<file path="src/rtl/chol_inv_sqrt_nr.sv">
// chol_inv_sqrt_nr: fixed-point 1/sqrt(x) built from even-shift normalisation, a LUT seed and Newton-Raphson steps.
module chol_inv_sqrt_nr #(
  parameter int WIDTH    = 32,
  parameter int FRAC     = 16,
  parameter int ITER     = 2,
  parameter int MUL_LAT  = 2,
  parameter int LUT_BITS = 4
) (
  input  logic             clk,
  input  logic             rst,
  input  logic             clken,
  input  logic             in_valid,
  output logic             in_ready,
  input  logic [WIDTH-1:0] in_data,
  output logic             out_valid,
  input  logic             out_ready,
  output logic [WIDTH-1:0] out_data,
  output logic             out_err
);
  localparam int HW = $clog2(WIDTH / 2);
  localparam int CW = $clog2(MUL_LAT + 1);
  localparam int IW = $clog2(ITER + 1);
  localparam int SB = 2 + 3 * (FRAC / 2) - 3 * (WIDTH / 2);
  localparam logic [WIDTH-1:0] THREE = WIDTH'(3) << (WIDTH - 2);

  typedef enum logic [3:0] {
    S_IDLE, S_NORM, S_SEED, S_SQ, S_MXY, S_NR, S_MUL, S_SCALE, S_DONE
  } state_t;

  state_t state_q, state_d;
  logic [WIDTH-1:0] m_q, m_d, y_q, y_d, t_q, t_d, od_q, od_d;
  logic [HW-1:0] h_q, h_d, hn;
  logic [CW-1:0] cnt_q, cnt_d;
  logic [IW-1:0] it_q, it_d;
  logic oe_q, oe_d, last, sat;
  logic [WIDTH-1:0] op_a, op_b, res;
  logic [2*WIDTH-1:0] prod, mul_out, wide;
  logic signed [7:0] sh;
  logic [6:0] lsh, rsh;
  logic [WIDTH-1:0] lut [2**LUT_BITS];

  // Seeds approximate 1/sqrt of each bin midpoint; the lowest quarter of bins cannot occur after normalisation.
  for (genvar g = 0; g < 2**LUT_BITS; g++) begin : g_lut
    localparam real MID = (real'(g) + 0.5) / real'(2**LUT_BITS);
    localparam logic [WIDTH-1:0] SEED = WIDTH'(longint'(2.0**(WIDTH-2) / $sqrt(MID)));
    assign lut[g] = (g < 2**(LUT_BITS-2)) ? '0 : SEED;
  end

  assign op_a = (state_q == S_MXY) ? m_q >> 2 : y_q;
  assign op_b = (state_q == S_SQ) ? y_q : t_q;
  assign prod = {{WIDTH{1'b0}}, op_a} * {{WIDTH{1'b0}}, op_b};

  // The destination register (t_q or y_q) is the final multiplier stage.
  if (MUL_LAT == 1) begin : g_m1
    assign mul_out = prod;
  end else begin : g_mp
    logic [MUL_LAT-2:0][2*WIDTH-1:0] pp_q;
    always_ff @(posedge clk) begin
      if (clken) begin
        pp_q[0] <= prod;
        for (int i = 1; i < MUL_LAT - 1; i++) pp_q[i] <= pp_q[i-1];
      end
    end
    assign mul_out = pp_q[MUL_LAT-2];
  end

  assign res  = WIDTH'(mul_out >> (WIDTH - 2));
  assign last = cnt_q == CW'(MUL_LAT - 1);

  always_comb begin
    hn = '0;
    for (int i = 0; i < WIDTH / 2; i++) if (m_q[2*i +: 2] != 2'b00) hn = HW'(WIDTH / 2 - 1 - i);
  end

  always_comb begin
    sh   = 8'(SB + int'(h_q));
    lsh  = (sh > 0) ? 7'(sh) : '0;
    rsh  = (sh < 0) ? 7'(-sh) : '0;
    wide = ({{WIDTH{1'b0}}, y_q} << lsh) >> rsh;
    sat  = |wide[2*WIDTH-1:WIDTH];
  end

  always_comb begin
    state_d = state_q;
    m_d     = m_q;
    h_d     = h_q;
    y_d     = y_q;
    t_d     = t_q;
    cnt_d   = cnt_q;
    it_d    = it_q;
    od_d    = od_q;
    oe_d    = oe_q;
    case (state_q)
      S_IDLE: if (in_valid) begin
        m_d     = in_data;
        state_d = S_NORM;
      end
      S_NORM: if (m_q == '0) begin
        od_d    = '1;
        oe_d    = 1'b1;
        state_d = S_DONE;
      end else begin
        m_d     = m_q << {hn, 1'b0};
        h_d     = hn;
        state_d = S_SEED;
      end
      S_SEED: begin
        y_d     = lut[m_q[WIDTH-1 -: LUT_BITS]];
        cnt_d   = '0;
        it_d    = '0;
        state_d = S_SQ;
      end
      S_SQ: begin
        cnt_d = last ? '0 : cnt_q + 1'b1;
        if (last) begin
          t_d     = res;
          state_d = S_MXY;
        end
      end
      S_MXY: begin
        cnt_d = last ? '0 : cnt_q + 1'b1;
        if (last) begin
          t_d     = res;
          state_d = S_NR;
        end
      end
      S_NR: begin
        t_d     = (THREE - t_q) >> 1;
        state_d = S_MUL;
      end
      S_MUL: begin
        cnt_d = last ? '0 : cnt_q + 1'b1;
        if (last) begin
          y_d     = res;
          it_d    = it_q + 1'b1;
          state_d = (it_q == IW'(ITER - 1)) ? S_SCALE : S_SQ;
        end
      end
      S_SCALE: begin
        od_d    = sat ? '1 : wide[WIDTH-1:0];
        oe_d    = sat;
        state_d = S_DONE;
      end
      S_DONE: if (out_ready) state_d = S_IDLE;
      default: state_d = S_IDLE;
    endcase
  end

  always_ff @(posedge clk) begin
    if (rst) begin
      state_q <= S_IDLE;
      m_q     <= '0;
      h_q     <= '0;
      y_q     <= '0;
      t_q     <= '0;
      cnt_q   <= '0;
      it_q    <= '0;
      od_q    <= '0;
      oe_q    <= 1'b0;
    end else if (clken) begin
      state_q <= state_d;
      m_q     <= m_d;
      h_q     <= h_d;
      y_q     <= y_d;
      t_q     <= t_d;
      cnt_q   <= cnt_d;
      it_q    <= it_d;
      od_q    <= od_d;
      oe_q    <= oe_d;
    end
  end

  assign in_ready  = state_q == S_IDLE;
  assign out_valid = state_q == S_DONE;
  assign out_data  = od_q;
  assign out_err   = oe_q;
endmodule
</file>
<file path="config.mk">
export PLATFORM = sky130hd
export DESIGN_NAME = chol_inv_sqrt_nr
export DESIGN_NICKNAME = d
export VERILOG_FILES = /design/src/rtl/chol_inv_sqrt_nr.sv
export SDC_FILE = /design/constraint.sdc
export NUM_CORES = 2
export LEC_CHECK = 0
export CAP_MARGIN = 20
export CORE_ASPECT_RATIO = 1.4
export CORE_MARGIN = 1
export CORE_UTILIZATION = 40
export CTS_BUF_LIST = sky130_fd_sc_hd__clkbuf_8
export DETAILED_ROUTE_END_ITERATION = 12
export GPL_ROUTABILITY_DRIVEN = 0
export GPL_TIMING_DRIVEN = 0
export PLACE_DENSITY = 0.59
export SYNTH_ARGS = -nofsm -noshare
export SYNTH_HDL_FRONTEND = slang
export SYNTH_SLANG_ARGS = --single-unit
</file>
<file path="constraint.sdc">
create_clock -name clk -period 21.7 [get_ports clk]
set_input_delay 4.34 -clock clk [delete_from_list [all_inputs] [get_ports clk]]
set_output_delay 4.34 -clock clk [all_outputs]
set_load 0.05 [all_outputs]
</file>
Word-level counts from Yosys, hierarchy flattened
Memories as Yosys holds them, arrays and structs flattened.
Cells that the tools add are included.
{"block": "word_totals", "mem_bits_ro": 512, "output_inout_bits": 35, "ff_bits": 203, "wordCells": 121, "mem_count": 1, "input_bits": 37}
{"block": "classes", "n_shift": 3, "bitwise": 2, "n_addsub": 5, "n_mux": 45, "eq_ne": 18, "n_mul": 1, "magnitude_cmp": 3, "n_reduce_logical": 33}
{"memory": "(no name shown)", "depth": 16, "word_bits": 32, "read_ports": 1, "rd_ports_with_merged_regs": 0, "write_ports": 0, "line_no": "108", "rtl": "y_d = lut[m_q[WIDTH-1 -: LUT_BITS]];"}
{"operator": "$mux 32", "n": 9}
{"operator": "$pmux 32 s2", "n": 4}
{"operator": "$mux 4", "n": 22}
{"operator": "$shl 32x7->64", "n": 1}
{"operator": "$shr 64x7->64", "n": 1}
{"operator": "$mul 32x32->62", "n": 1}
{"operator": "$reduce_bool 2->1", "n": 21}
{"operator": "$pmux 4 s9", "n": 1}
{"operator": "$logic_not 32->1", "n": 1}
{"operator": "$reduce_or 32->1", "n": 1}
{"operator": "$shl 32x5->32", "n": 1}
{"operator": "$sub 32x32->32 const A", "n": 1}
{"operator": "$eq 4x3->1 const B", "n": 4}
{"operator": "$mux 7", "n": 2}
{"operator": "$ne 2x2->1 const B", "n": 6}
{"operator": "$reduce_and 3->1", "n": 4}
{"operator": "$eq 4x2->1 const B", "n": 2}
{"operator": "$pmux 2 s2", "n": 2}
{"operator": "$add 6x5->7 const A", "n": 1}
{"operator": "$gt 7x1->1 const B", "n": 1}
{"operator": "$lt 7x1->1 const B", "n": 1}
{"operator": "$neg 7->7", "n": 1}
{"operator": "$reduce_and 6->1", "n": 1}
{"operator": "$ge 5x5->1 const B", "n": 1}
{"operator": "16 further kinds", "n": 20}

Logic depth before layout (Yosys ltp)
{"block": "logic_depth", "depth_word": 20, "mapped_depth": 34}

Worst setup path before layout
OpenSTA, ideal clock, no wires.
{"block": "synth_path", "path_type": "register to register", "from": "register state_q[0]", "to": "register g_mp.pp_q[54] (netlist bit) (data pin)", "setup_time_ns": 0.260, "required_ns": 21.440, "period_less_slack_ns": 8.907, "n_path_buf": 5, "path_stages_with_launch": 30, "setup_slack_ns": 12.793, "t_arrival_ns": 8.647, "path_cell_list": "dfxtp_1 -> buf_2 -> nor4b_4 -> clkbuf_1 -> buf_1 -> mux2i_1 -> clkbuf_1 -> nor2_1 -> fa_1 -> fa_1 -> inv_1 -> fa_1 -> fa_1 -> inv_1 -> fa_1 -> fa_1 -> fa_1 -> inv_1 -> fa_1 -> inv_1 -> ha_1 -> clkbuf_1 -> nand4_1 -> nor4_1 -> o311a_1 -> a41oi_2 -> a31o_1 -> a211oi_4 -> a21bo_1 -> xor2_1"}
{"block": "synth_between", "elab_chain_len": 3}
{"element": "start: declaration", "line_no": "30", "rtl": "state_t state_q, state_d;"}
{"element": "start signal: assignment", "line_no": "161", "rtl": "state_q <= state_d;"}
{"element": "$eq 4x3->1 / $eq 4x2->1 (equally long branches)", "line_no": "49, 50"}
{"element": "$mux 32, on equally long branches", "line_no": "49, 50"}
{"element": "$mul 32x32->62 (*)", "line_no": "51", "rtl": "assign prod = {{WIDTH{1'b0}}, op_a} * {{WIDTH{1'b0}}, op_b};"}
{"element": "via prod[54]", "line_no": "37", "rtl": "logic [2*WIDTH-1:0] prod, mul_out, wide;"}
{"element": "end: declaration", "line_no": "57", "rtl": "logic [MUL_LAT-2:0][2*WIDTH-1:0] pp_q;"}
The timed path passes the listed nets; every way through them passes the cells marked *.
A chain may end at the register's enable or synchronous reset.

Worst setup path in the final report
{"block": "layout_path", "from": "register state_q[0]", "to": "register g_mp.pp_q[61] (netlist bit) (data pin)"}
The elaborated chain is that of the path after synthesis.

==> implementation parameters <==
Parameter                              Value

Run status
  Run status ... finished clean

Cells and area
  Final std cell area, no fill ... 0.0465 sq mm
  Most common cell after layout, fill and taps aside ... sky130_fd_sc_hd__fa_1
  Number of nets at the end of the flow ... 6342
  Most used cells in the layout excluding fill and tap cells ... sky130_fd_sc_hd__fa_1, sky130_fd_sc_hd__inv_1, sky130_fd_sc_hd__nor2_1, sky130_fd_sc_hd__nand2_1, sky130_fd_sc_hd__clkbuf_1
  Share of cells above drive strength 1 ... 4.38%
  Area growth from synthesis to layout ... 8.30%

Synth
  Cells taking the most area after synthesis ... sky130_fd_sc_hd__fa_1, sky130_fd_sc_hd__inv_1, sky130_fd_sc_hd__ha_1
  Fraction of registers with async set/reset ... 0%
  Per-instance average area after synthesis ... 8.57 sq um
  Proportion of synthesized chip area in sequential cells ... 8.80%
  Simple-gate share of the synthesized area ... 16.8%
  Flop and latch count out of synthesis ... roughly 170
  Post-synthesis compound-gate area fraction ... 8.64%
  Most frequently used flop master after synthesis ... sky130_fd_sc_hd__dfxtp_1
  Unique masters post-synth ... 94
  Cell accounting for the most synthesized area ... sky130_fd_sc_hd__fa_1
  Number of enable flip-flop cells after synthesis ... 32
  Gate Count Post-Synth ... 5017
  Top-area cell type share of the netlist area ... about two fifths
  Proportion of synthesized area in mux cells ... 5.04%
  Post-synthesis adder-cell area fraction ... 49.2%
  Post-synth design cell area ... 0.0430 sq mm
  Share of the synthesized netlist area taken by xor and xnor gates ... 1.12%
  Yosys Warn Count ... 0
  Combinational family with the most area after synthesis ... adder cells
  Syn_nets ... 6207

Global route
  Pin count of the biggest net entering global routing ... 35
  Global-route usage over all layers ... 33.8%
  Global-route wire length before repair ... 264 mm
  Number of antenna violations at the first check in global routing ... 7
  Vias in the first global route ... 40000
  Remaining global-route overflow ... 0

Critical path
  Cell depth of the worst flop-to-flop path ... 31
  Worst setup slack for register-to-register paths ... 8.97 ns
  Maximum fanout encountered on the critical timing path ... 10
  Origin of the critical flop-to-flop path ... state_q[0]
  Most frequent cell on the critical path ... sky130_fd_sc_hd__fa_1
  CP max stage delay ... 0.99 ns
  Capturing element type of the critical path ... register
  Element type at the critical path start ... register
  Destination of the critical timing path ... g_mp.pp_q[61]
  CP max stage cell ... sky130_fd_sc_hd__nor4b_4
  Worst path arrival time ... 13.03 ns
  R2r endpoint ... g_mp.pp_q[61]
  Crit path required time ... 22.00 ns
  Start point of the critical path ... state_q[0]
  Critical path type ... register to register

CTS
  H-tree levels ... 4
  Clk slew on worst S/H paths ... approximately 0.13 ns
  # hold bufs at CTS ... 0
  Number of buffers inserted to repair setup after CTS ... 0
  Library cell used as clock root buffer ... sky130_fd_sc_hd__clkbuf_8
  Count of cells resized by post-cts repair ... 0
  Source-to-sink clock delay at the later pin of the worst-skew pair ... 0.55 ns
  Clock sink total ... 173
  TritonCTS Buffers ... 17
  Number of buffers on the longest clock path ... 2
  TritonCTS clock tree ... yes

Pwr
  Total power ... 0.884 mW
  Maximum vdd drop ... 40.2 uV
  Internal power ... 0.521 mW
  Clock network power share ... between 20% and 30%
  Power share of the sequential group ... 40.1%
  Leakage power figure ... between 20 and 25 nW
  Logic gate share of total power ... 31.0%
  Net switching fraction of the power ... 41.1%
  Cell area power density ... 19.0 mW/mm^2
  Reported net switching power ... 0.364 mW

Timing
  Post-route clock skew ... 0.0261 ns
  Worst hold slack ... approximately 0.47 ns
  Fin crit share ... around three fifths
  Final Critical Period ... 12.73 ns
  Relative slew slack ... 10.9%
  Count of endpoints failing hold in the final timing report ... 0
  Number of max-slew violations in the final report ... 0
  Peak Freq ... 0.0786 GHz
  Final setup violating endpoints ... 0
  Setup repair after global routing missed its margin ... false
  Setup Total Neg Slack ... 0 ns
  Transition time of the tightest slew-check pin ... 1.30 ns

Floorplanning
  Initial Util ... roughly 40%
  Chip width ... 279 microns
  Number of cell rows ... 141
  Die Ht ... 390 microns
  Area of the placeable core ... between 0.1 and 0.15 sq mm
  Boundary pin count ... 72
  Area of the die ... 0.109 sq mm

Detailed routing
  Average routed wire per standard cell ... around 27 microns
  Number of iterations in the first detailed-routing pass ... 9
  Final ANT Viol Nets ... 0
  Post-route DRC ... 0
  DR vias ... about 38000
  Final routed wirelength across all metal layers ... approximately 180 mm
  Drt via density ... approximately 5.8
  DRC marker count from the first detailed-route iteration ... 4285

Placed design
  Total placed instance area ... ~0.046 sq mm
  Port-buffer cells ... 71
  DP Wirelength ... between 100 and 150 mm

Flow run
  Max-cap viol count ... 0

Hold path
  Worst hold path type ... register to register
## cell type report
class | count | area, sq um
timing repair buffer | 116 | 1240
multi-input combinational | 3668 | 34800
tap | 1430 | 1790
antenna | 4 | 10.0
clock inverter | 15 | 216
buffer | 305 | 1190
inverter | 871 | 3270
clock buffer | 17 | 234
fill | 10700 | 59500
sequential | 173 | 3780
## Yosys cell counts, types with 39 or more instances
| master | n |
|---|---|
| sky130_fd_sc_hd__a211oi_1 | 48 |
| sky130_fd_sc_hd__a21oi_1 | 155 |
| sky130_fd_sc_hd__clkbuf_1 | 265 |
| sky130_fd_sc_hd__dfxtp_1 | 141 |
| sky130_fd_sc_hd__fa_1 | 894 |
| sky130_fd_sc_hd__ha_1 | 259 |
| sky130_fd_sc_hd__inv_1 | 869 |
| sky130_fd_sc_hd__mux2_2 | 45 |
| sky130_fd_sc_hd__mux2i_1 | 74 |
| sky130_fd_sc_hd__mux4_2 | 39 |
| sky130_fd_sc_hd__nand2_1 | 694 |
| sky130_fd_sc_hd__nor2_1 | 805 |
| sky130_fd_sc_hd__nor3_1 | 67 |
| sky130_fd_sc_hd__o211ai_1 | 39 |
| sky130_fd_sc_hd__o21ai_0 | 76 |
## power groups by stage
stage / clock [mW] / combinational [mW] / sequential [mW]
after floorplan: 0 / 0.174 / 0.352
after global placement: 0 / 0.259 / 0.360
after detailed placement: 0 / 0.261 / 0.360
after CTS: 0.255 / 0.262 / 0.352
after global routing: 0.266 / 0.285 / 0.354
final: 0.256 / 0.274 / 0.354
## state kept, by name (all words and copies together), names as in the netlist
signal     cells
t_q           32
h_q            4
it_q           2
y_q           32
g_mp.pp_q     32
m_q           32
state_q        4
out_data      32
cnt_q          2
out_err        1
## routing by layer
metal,part of all wire (%),global-route usage [%]
met1,33,36.4
met3,9.9,8.18
met2,46,55.1
met4,12,30.3
met5,0.024,0
## critical path, delay by kind of cell (launching register included)
family                     cells  cell delay, ns
adders and majority gates      9            4.39
AOI/OAI and AO/OA              5            1.24
DFF                            1            0.32
muxes                          1            0.53
buffers and inverters         11            3.39
and+or+nand+nor                5            2.56
## worst min-delay path by stage
stage / start / to / slack (ns) / cells past startpoint
final: cnt_q[1] / cnt_q[1] / 0.47 / 1
after global routing: cnt_q[1] / cnt_q[1] / 0.49 / 1
after CTS: cnt_q[1] / cnt_q[1] / 0.47 / 1
after floorplan: cnt_q[1] / cnt_q[1] / 0.44 / 1
after detailed placement: cnt_q[1] / cnt_q[1] / 0.45 / 1
after global placement: cnt_q[1] / cnt_q[1] / 0.45 / 1
## logic make-up after synthesis
kind of cell               Yosys count
and+or+nand+nor                   1753
xor gates and xnor gates            55
adders and majority gates         1153
DFF                                173
AOI/OAI and AO/OA                  546
muxes                              161
buffers and inverters             1176
## metrics by stage
step	std cells	utilization, %	worst slack [ns]
floorplan	5017	-	12.79
global placement	6518	42.9	8.15
detailed placement	6553	43.3	9.23
CTS	6585	43.8	9.18
global route	6596	43.9	9.06
finish	6599	43.9	8.97
Note: power is estimated with default switching activity, not from simulation.
